### src/rtl/can_sched_pkg.sv
// CAN transmit scheduler shared definitions:
// FSM state enum, parameter defaults and index/counter widths.
package can_sched_pkg;

    typedef enum logic [1:0] {
        IDLE = 2'd0,
        XMIT = 2'd1,
        GAP  = 2'd2
    } state_t;

    localparam int DEF_NMBOX       = 4;
    localparam int DEF_MAX_RETRY   = 3;
    localparam int DEF_TIMEOUT_CYC = 50000;
    localparam int DEF_IFS_CYC     = 16;

    localparam int IDX_W = 2;
    localparam int CNT_W = 16;
    localparam int RTY_W = 8;

endpackage

### src/rtl/can_prio_enc.sv
// Lowest-index-first priority encoder over mailbox valid flags.
// Ports: req (flags in), any (some flag set), idx (lowest set index).
module can_prio_enc
    import can_sched_pkg::*;
#(
    parameter int N = DEF_NMBOX
) (
    input  logic [N-1:0]     req,
    output logic             any,
    output logic [IDX_W-1:0] idx
);

    always_comb begin
        any = |req;
        idx = '0;
        // Walk downward so the lowest set index is the last one written.
        for (int i = N - 1; i >= 0; i--) begin
            if (req[i]) idx = IDX_W'(i);
        end
    end

endmodule

### src/rtl/can_tx_scheduler.sv
// Fixed-priority CAN transmit mailbox scheduler with retry, timeout and
// inter-frame gap. Ports: CLOCK_SIGNAL_IN/RESET, mailbox write port
// (wr_en/wr_idx/wr_data/wr_ack/mbox_full), controller handshake
// (send_data/transmit_data/tx_done/tx_err), reports (sent_*/fail_*), busy.
module can_tx_scheduler
    import can_sched_pkg::*;
#(
    parameter int NMBOX       = DEF_NMBOX,
    parameter int MAX_RETRY   = DEF_MAX_RETRY,
    parameter int TIMEOUT_CYC = DEF_TIMEOUT_CYC,
    parameter int IFS_CYC     = DEF_IFS_CYC
) (
    input  logic             CLOCK_SIGNAL_IN,
    input  logic             RESET,
    input  logic             wr_en,
    input  logic [IDX_W-1:0] wr_idx,
    input  logic [7:0]       wr_data,
    output logic             wr_ack,
    output logic [NMBOX-1:0] mbox_full,
    output logic             send_data,
    output logic [7:0]       transmit_data,
    input  logic             tx_done,
    input  logic             tx_err,
    output logic             sent_pulse,
    output logic [IDX_W-1:0] sent_idx,
    output logic             fail_pulse,
    output logic [IDX_W-1:0] fail_idx,
    output logic             busy
);

    state_t           state, state_d;
    logic [7:0]       mbox_data [NMBOX];
    logic [IDX_W-1:0] cur_idx, cur_d;
    logic [RTY_W-1:0] retry_cnt, retry_d, retry_inc;
    logic [CNT_W-1:0] tmo_cnt, tmo_d;
    logic [CNT_W-1:0] gap_cnt, gap_d;
    logic [NMBOX-1:0] full_d;
    logic             send_d, sp_d, fp_d;
    logic [7:0]       txd_d;
    logic [IDX_W-1:0] si_d, fi_d;
    logic             sel_any;
    logic [IDX_W-1:0] sel_idx;
    logic             wr_ok;

    can_prio_enc #(.N(NMBOX)) u_enc (
        .req (mbox_full),
        .any (sel_any),
        .idx (sel_idx)
    );

    assign busy  = (state != IDLE);
    assign wr_ok = wr_en && (int'(wr_idx) < NMBOX) && !mbox_full[wr_idx];

    assign retry_inc = (retry_cnt == '1) ? retry_cnt : retry_cnt + 1'b1;

    always_ff @(posedge CLOCK_SIGNAL_IN or posedge RESET) begin
        if (RESET) begin
            state <= IDLE;
        end else begin
            state <= state_d;
        end
    end

    always_comb begin
        state_d = state;
        full_d  = mbox_full;
        send_d  = send_data;
        txd_d   = transmit_data;
        cur_d   = cur_idx;
        retry_d = retry_cnt;
        tmo_d   = tmo_cnt;
        gap_d   = gap_cnt;
        sp_d    = 1'b0;
        si_d    = sent_idx;
        fp_d    = 1'b0;
        fi_d    = fail_idx;

        if (wr_ok) full_d[wr_idx] = 1'b1;

        unique case (state)
            IDLE: begin
                if (sel_any) begin
                    state_d = XMIT;
                    send_d  = 1'b1;
                    txd_d   = mbox_data[sel_idx];
                    cur_d   = sel_idx;
                    tmo_d   = '0;
                    // A different mailbox starts with a fresh retry budget.
                    if (sel_idx != cur_idx) retry_d = '0;
                end
            end
            XMIT: begin
                if (tx_done) begin
                    full_d[cur_idx] = 1'b0;
                    sp_d    = 1'b1;
                    si_d    = cur_idx;
                    retry_d = '0;
                    send_d  = 1'b0;
                    gap_d   = '0;
                    state_d = GAP;
                end else if (tx_err ||
                             tmo_cnt == CNT_W'(TIMEOUT_CYC - 1)) begin
                    send_d  = 1'b0;
                    gap_d   = '0;
                    state_d = GAP;
                    if (retry_inc >= RTY_W'(MAX_RETRY)) begin
                        full_d[cur_idx] = 1'b0;
                        fp_d    = 1'b1;
                        fi_d    = cur_idx;
                        retry_d = '0;
                    end else begin
                        retry_d = retry_inc;
                    end
                end else if (tmo_cnt != '1) begin
                    tmo_d = tmo_cnt + 1'b1;
                end
            end
            GAP: begin
                if (gap_cnt >= CNT_W'(IFS_CYC - 1)) begin
                    state_d = IDLE;
                end else begin
                    gap_d = gap_cnt + 1'b1;
                end
            end
            default: state_d = IDLE;
        endcase
    end

    always_ff @(posedge CLOCK_SIGNAL_IN or posedge RESET) begin
        if (RESET) begin
            for (int i = 0; i < NMBOX; i++) mbox_data[i] <= '0;
            mbox_full     <= '0;
            wr_ack        <= 1'b0;
            send_data     <= 1'b0;
            transmit_data <= '0;
            cur_idx       <= '0;
            retry_cnt     <= '0;
            tmo_cnt       <= '0;
            gap_cnt       <= '0;
            sent_pulse    <= 1'b0;
            sent_idx      <= '0;
            fail_pulse    <= 1'b0;
            fail_idx      <= '0;
        end else begin
            if (wr_ok) mbox_data[wr_idx] <= wr_data;
            mbox_full     <= full_d;
            wr_ack        <= wr_ok;
            send_data     <= send_d;
            transmit_data <= txd_d;
            cur_idx       <= cur_d;
            retry_cnt     <= retry_d;
            tmo_cnt       <= tmo_d;
            gap_cnt       <= gap_d;
            sent_pulse    <= sp_d;
            sent_idx      <= si_d;
            fail_pulse    <= fp_d;
            fail_idx      <= fi_d;
        end
    end

endmodule

### config.mk
export PLATFORM = sky130hd
export DESIGN_NAME = can_tx_scheduler
export DESIGN_NICKNAME = d
export VERILOG_FILES = /design/src/rtl/can_sched_pkg.sv /design/src/rtl/can_prio_enc.sv /design/src/rtl/can_tx_scheduler.sv
export SDC_FILE = /design/constraint.sdc
export NUM_CORES = 1
export LEC_CHECK = 0
export ABC_AREA = 1
export CAP_MARGIN = 20
export CORE_ASPECT_RATIO = 1.75
export CORE_MARGIN = 4
export CORE_UTILIZATION = 40
export CTS_BUF_LIST = sky130_fd_sc_hd__clkbuf_8
export DETAILED_ROUTE_END_ITERATION = 12
export SYNTH_ARGS = -nofsm -noshare
export SYNTH_HDL_FRONTEND = slang
export SYNTH_SLANG_ARGS = --single-unit
export TNS_END_PERCENT = 20
### constraint.sdc
create_clock -name CLOCK_SIGNAL_IN -period 9.15 [get_ports CLOCK_SIGNAL_IN]
set_clock_uncertainty 0.2 [all_clocks]
set_input_delay 2.745 -clock CLOCK_SIGNAL_IN [delete_from_list [all_inputs] [get_ports CLOCK_SIGNAL_IN]]
set_output_delay 2.745 -clock CLOCK_SIGNAL_IN [all_outputs]
set_load 0.02 [all_outputs]
; Yosys cells after proc, flatten, opt, wreduce, memory -nomap -nowiden
; Index checks and enable logic that the tools add are counted.
; Widths: inputs -> output; s select.
[op_classes]
bitwise = 6
n_eq_ne = 14
reduce_logical = 19
order_cmp = 9
mux = 52
n_addsub = 3
[op_table]
columns = cell, n
row1 = $mux 16, 7
row2 = $mux 8, 9
row3 = $pmux 16 s2, 2
row4 = $add 16x1->16 const B, 2
row5 = $bwmux 32, 1
row6 = $mux 4, 5
row7 = $bmux 8 s2, 1
row8 = $demux 8 s2, 1
row9 = $eq 16x16->1 const B, 1
row10 = $ge 16x4->1 const B, 1
row11 = $mux 2, 8
row12 = $ne 16x16->1 const B, 1
row13 = $pmux 8 s2, 1
row14 = $ne 2x2->1 const B, 7
row15 = $mux 1, 12
row16 = $reduce_and 3->1, 3
row17 = $add 8x1->8 const B, 1
row18 = $eq 8x8->1 const B, 1
row19 = $ge 8x2->1 const B, 1
row20 = $reduce_and 4->1, 2
row21 = $ge 3x3->1 const B, 2
row22 = $lt 2x3->1 const B, 2
row23 = $not 2->3, 2
row24 = $pmux 2 s3, 1
row25 = 21 further kinds, 29
[totals]
in_bits = 15
regBits = 96

; Logic depth before layout (Yosys ltp)
[depth]
ltp_word = 11
ltp_mapped = 11

; Cells and area by module
; From an unflattened synthesis, not the netlist that was laid out.
[unflattened]
hier_cells = 601
area_unflattened_um2 = 4943.5
[by_module_without_submodules]
columns = module, cells_per_inst, area_per_inst_um2, instances, seq_area_each_um2
row1 = can_tx_scheduler, 592, 4897.2, 1, 2402.3
row2 = can_prio_enc, 9, 46.3, 1, 0.0

; Worst setup path before layout
; No wires, ideal clock.
[synth_timing]
path_type = input -> register
startpoint = in wr_idx[1]
endpoint = reg mbox_data[0] (netlist name)
setup_ns = 0.119
path_slack_ns = 5.269
required_time_ns = 8.831
stages = 9
arrival_ns = 3.562
path_buffers = 1
path_cell_list = inv_1 -> nor2_2 -> nand2_1 -> nand3_4 -> nor2_8 -> nand3_4 -> buf_6 -> nand2_2 -> o21ai_2
[synth_via]
word_cells_on_any_way = 11
cone_classes = 2 x order compare / 5 x mux / 1 x bitwise / 3 x reduce/logical
[synth_lines]
columns = element, line
row1 = from (decl), can_tx_scheduler.sv:16  ; input logic [IDX_W-1:0] wr_idx,
row2 = $bmux 1 s2, can_tx_scheduler.sv:52  ; assign wr_ok = wr_en && (int'(wr_idx) < NMBOX) && !mbox_full[wr_idx];
row3 = $mux 1 (not written as such), can_tx_scheduler.sv:52
row4 = $logic_not 1->1, can_tx_scheduler.sv:52
row5 = $logic_and 1x1->1, can_tx_scheduler.sv:52
row6 = named net wr_ok, can_tx_scheduler.sv:43  ; logic wr_ok;
row7 = "to (signal, indexed assignment)", can_tx_scheduler.sv:145  ; if (wr_ok) mbox_data[wr_idx] <= wr_data;
row8 = to (decl), can_tx_scheduler.sv:32  ; logic [7:0] mbox_data [NMBOX];
; The timed path passes the listed nets, and every way through them passes these cells. The select of a mux whose other input is x is not followed.
; A chain may end at the register's enable or synchronous reset.

; Final worst setup path
[layout_timing]
startpoint = reg state[0]
endpoint = out busy
[layout_via]
elab_chain_cells = 1
[layout_lines]
columns = element, line
row1 = from (decl), can_tx_scheduler.sv:31  ; state_t state, state_d;
row2 = from (signal assigned), can_tx_scheduler.sv:60  ; state <= state_d;
row3 = $reduce_bool 2->1, can_tx_scheduler.sv:51  ; assign busy = (state != IDLE);
row4 = to (decl), can_tx_scheduler.sv:28  ; output logic busy
; Every way passes these cells.

==> flow_summary.toml <==
[status]
status = "finished clean"

[placed_design]
dpl-instance-area_mm2 = 0.00516
hpwl_um = 7420
place_congestion = 0.816
port_buffers = 35
dpl.cell_count = 752
post-place-ws_ps = 4470

[timing]
worstMarginPinSlew_ps = 968
rsz0062_at_grt = "no"
slew_headroom = 0.355
slew_viol_final = 0
holdWs_ps = 288
setup_viol = 0
layout_min_cycle_time_ps = 4540
min_period_over_period = 0.496
clock.fmax_mhz = 220
tns_ps = 0
finalHoldViolCount = 0
setup_slack_ps = 4610

[drt]
ant_nets = 0
vias_per_cell = 4.95
drc = 0
drt_wl_total_um = 10200
num_vias = 3795
firstDrtPassIters = 4
wl_per_cell_um = 13.3
drt_iter0_markers = 205

[worst_setup_path]
crit_path_max_incr_delay_ps = 620
worstSetupEndpointType = "primary output"
cp_slowest_cell = "clkdlybuf4s50_1"
worstPathRequired_ps = 6210
crit_chain = "nor2_1 > inv_1 > clkdlybuf4s50_1"
reg2reg_from = "state[0]"
cp_data_arrival_time_ps = 1590
critical_path.max_fanout = 4
crit_type = "register to primary output"
startpoint_type = "register"
startpoint = "state[0]"

[cts]
cts_tree = "done"
clk-insertion-delay-late_ps = 360
cts.sinks = 96
cts_max_level = 3
clkTransAtPathRegs_ps = 90
numCtsBuffers = 9
root_buffer = "clkbuf_8"
cts_hold_buf = 0
cts-resized-gates = 0
postCtsSetupBuffers = 0
cts_buffer_depth = 2

[die]
fp.dieArea_mm2 = 0.0137
io_pins = 36
core-area_mm2 = 0.0116
num_rows = 52
die_w_um = 90.2
die_y_um = 152
start_util = 0.408

[layout]
syn2layout_area_growth_pct = 13.4
num-fill-cells = 1177
drive_gt1_frac = 0.0744
n_antenna_cell = 0
fin_cells = 767
final_net_count = 646
post-route-util = 0.463
fin_area_mm2 = 0.00536

[pwr]
total_power_mw = 1.50
leakage_nw = 2.61
power_density_mw_per_mm2 = 280
ir_drop_uv = 165

[global_routing]
grt_overflow = 0
grt_pass1_wl_um = 17900
antenna_found_initial = 0
grt_max_degree = 78
grtUsageTotal = 0.158
grt_pass1_vias = 3788

[synthesis]
synth_cell_types = 27
synthCells = 595
synth-async-reset-ratio = 1.00
syn_nets = 613
synth-edff-count = 0
synth_flop_cell = "dfrtp_1"
ys.warnings.count = 0
netlist_area_mm2 = 0.00473
ys_top_cells_by_area = "dfrtp_1, nand2_1, inv_1"
synth-seq-cells = 96
synthTopCellsByCount = "nand2_1, dfrtp_1, inv_1"
synth_most_common_cell = "nand2_1"
synth_area_per_cell_um2 = 7.95
yosysSeqAreaShare = 0.508
synth_top_cell_area_share = 0.508
synth_area_leader_cell = "dfrtp_1"

[run]
cap_viol_max_count = 0

[worst_hold_path]
min-delay-start = "mbox_data[2]"
min_path_type = "register to register"
path summary, 6_finish.rpt:
path / endpoint / depth (start not counted) / slack (ps)
min: mbox_data[2] / 2 / 290
min in group asynchronous: tmo_cnt[10] / 2 / 2460
max: busy / 3 / 4610
min reg2reg: mbox_data[2] / 2 / 290
max reg2reg: tmo_cnt[7] / 5 / 6690
max in group asynchronous: retry_cnt[1] / 3 / 5010
cell usage in the layout (no fill, tap or decap), types with 5 or more instances in the layout:
cell type	n
o21ai_1	29
nand2_2	5
dfrtp_1	96
inv_1	78
a21oi_1	18
clkdlybuf4s50_1	35
o21ai_0	46
nand4_1	10
nand3_1	36
o21bai_1	5
clkbuf_8	9
nor2_1	51
or2_2	7
o21ai_2	9
nand2_1	171
layer usage:
metal,global-route usage,up-vias,wire (um)
met5,0,-,0
met4,0.0555,0,168
met3,0.0336,16,251
met2,0.291,54,5570
met1,0.179,1768,4230
li1,-,1957,-
layout make-up:
class	instances	area [um^2]	share of cell area
clock inverters	6	77.6	0.0145
repair buffers	36	358	0.0667
well taps	135	169	0.0315
multi-input cells	407	1940	0.361
flip-flops and latches	96	2400	0.448
inverters	78	294	0.0548
clock buffers	9	124	0.0231
worst max-delay path, delay by kind of cell, from the launching register on:
kind	cells	cell delay, ps
buffers and inverters	2	730
flip-flops	1	430
AND/OR/NAND/NOR	1	80
flip-flops by register name, summed over array words and instances (netlist names):
name,flops
cur_idx,2
fail_idx,2
fail_pulse,1
gap_cnt,16
mbox_data,32
mbox_full,4
retry_cnt,8
send_data,1
sent_idx,2
sent_pulse,1
state,2
tmo_cnt,16
transmit_data,8
wr_ack,1
power by group:
part | internal (mW) | switching (mW)
clock network | 0.150 | 0.141
registers | 0.540 | 0.0796
logic | 0.206 | 0.384
cell families after synthesis:
logic type	synth area share
compound gates	0.126
xor+xnor	0.00185
fa+ha+maj	0.00794
buf+inv	0.0823
flops	0.508
simple gates	0.274
No activity file was read; power rests on OpenSTA's default activity.
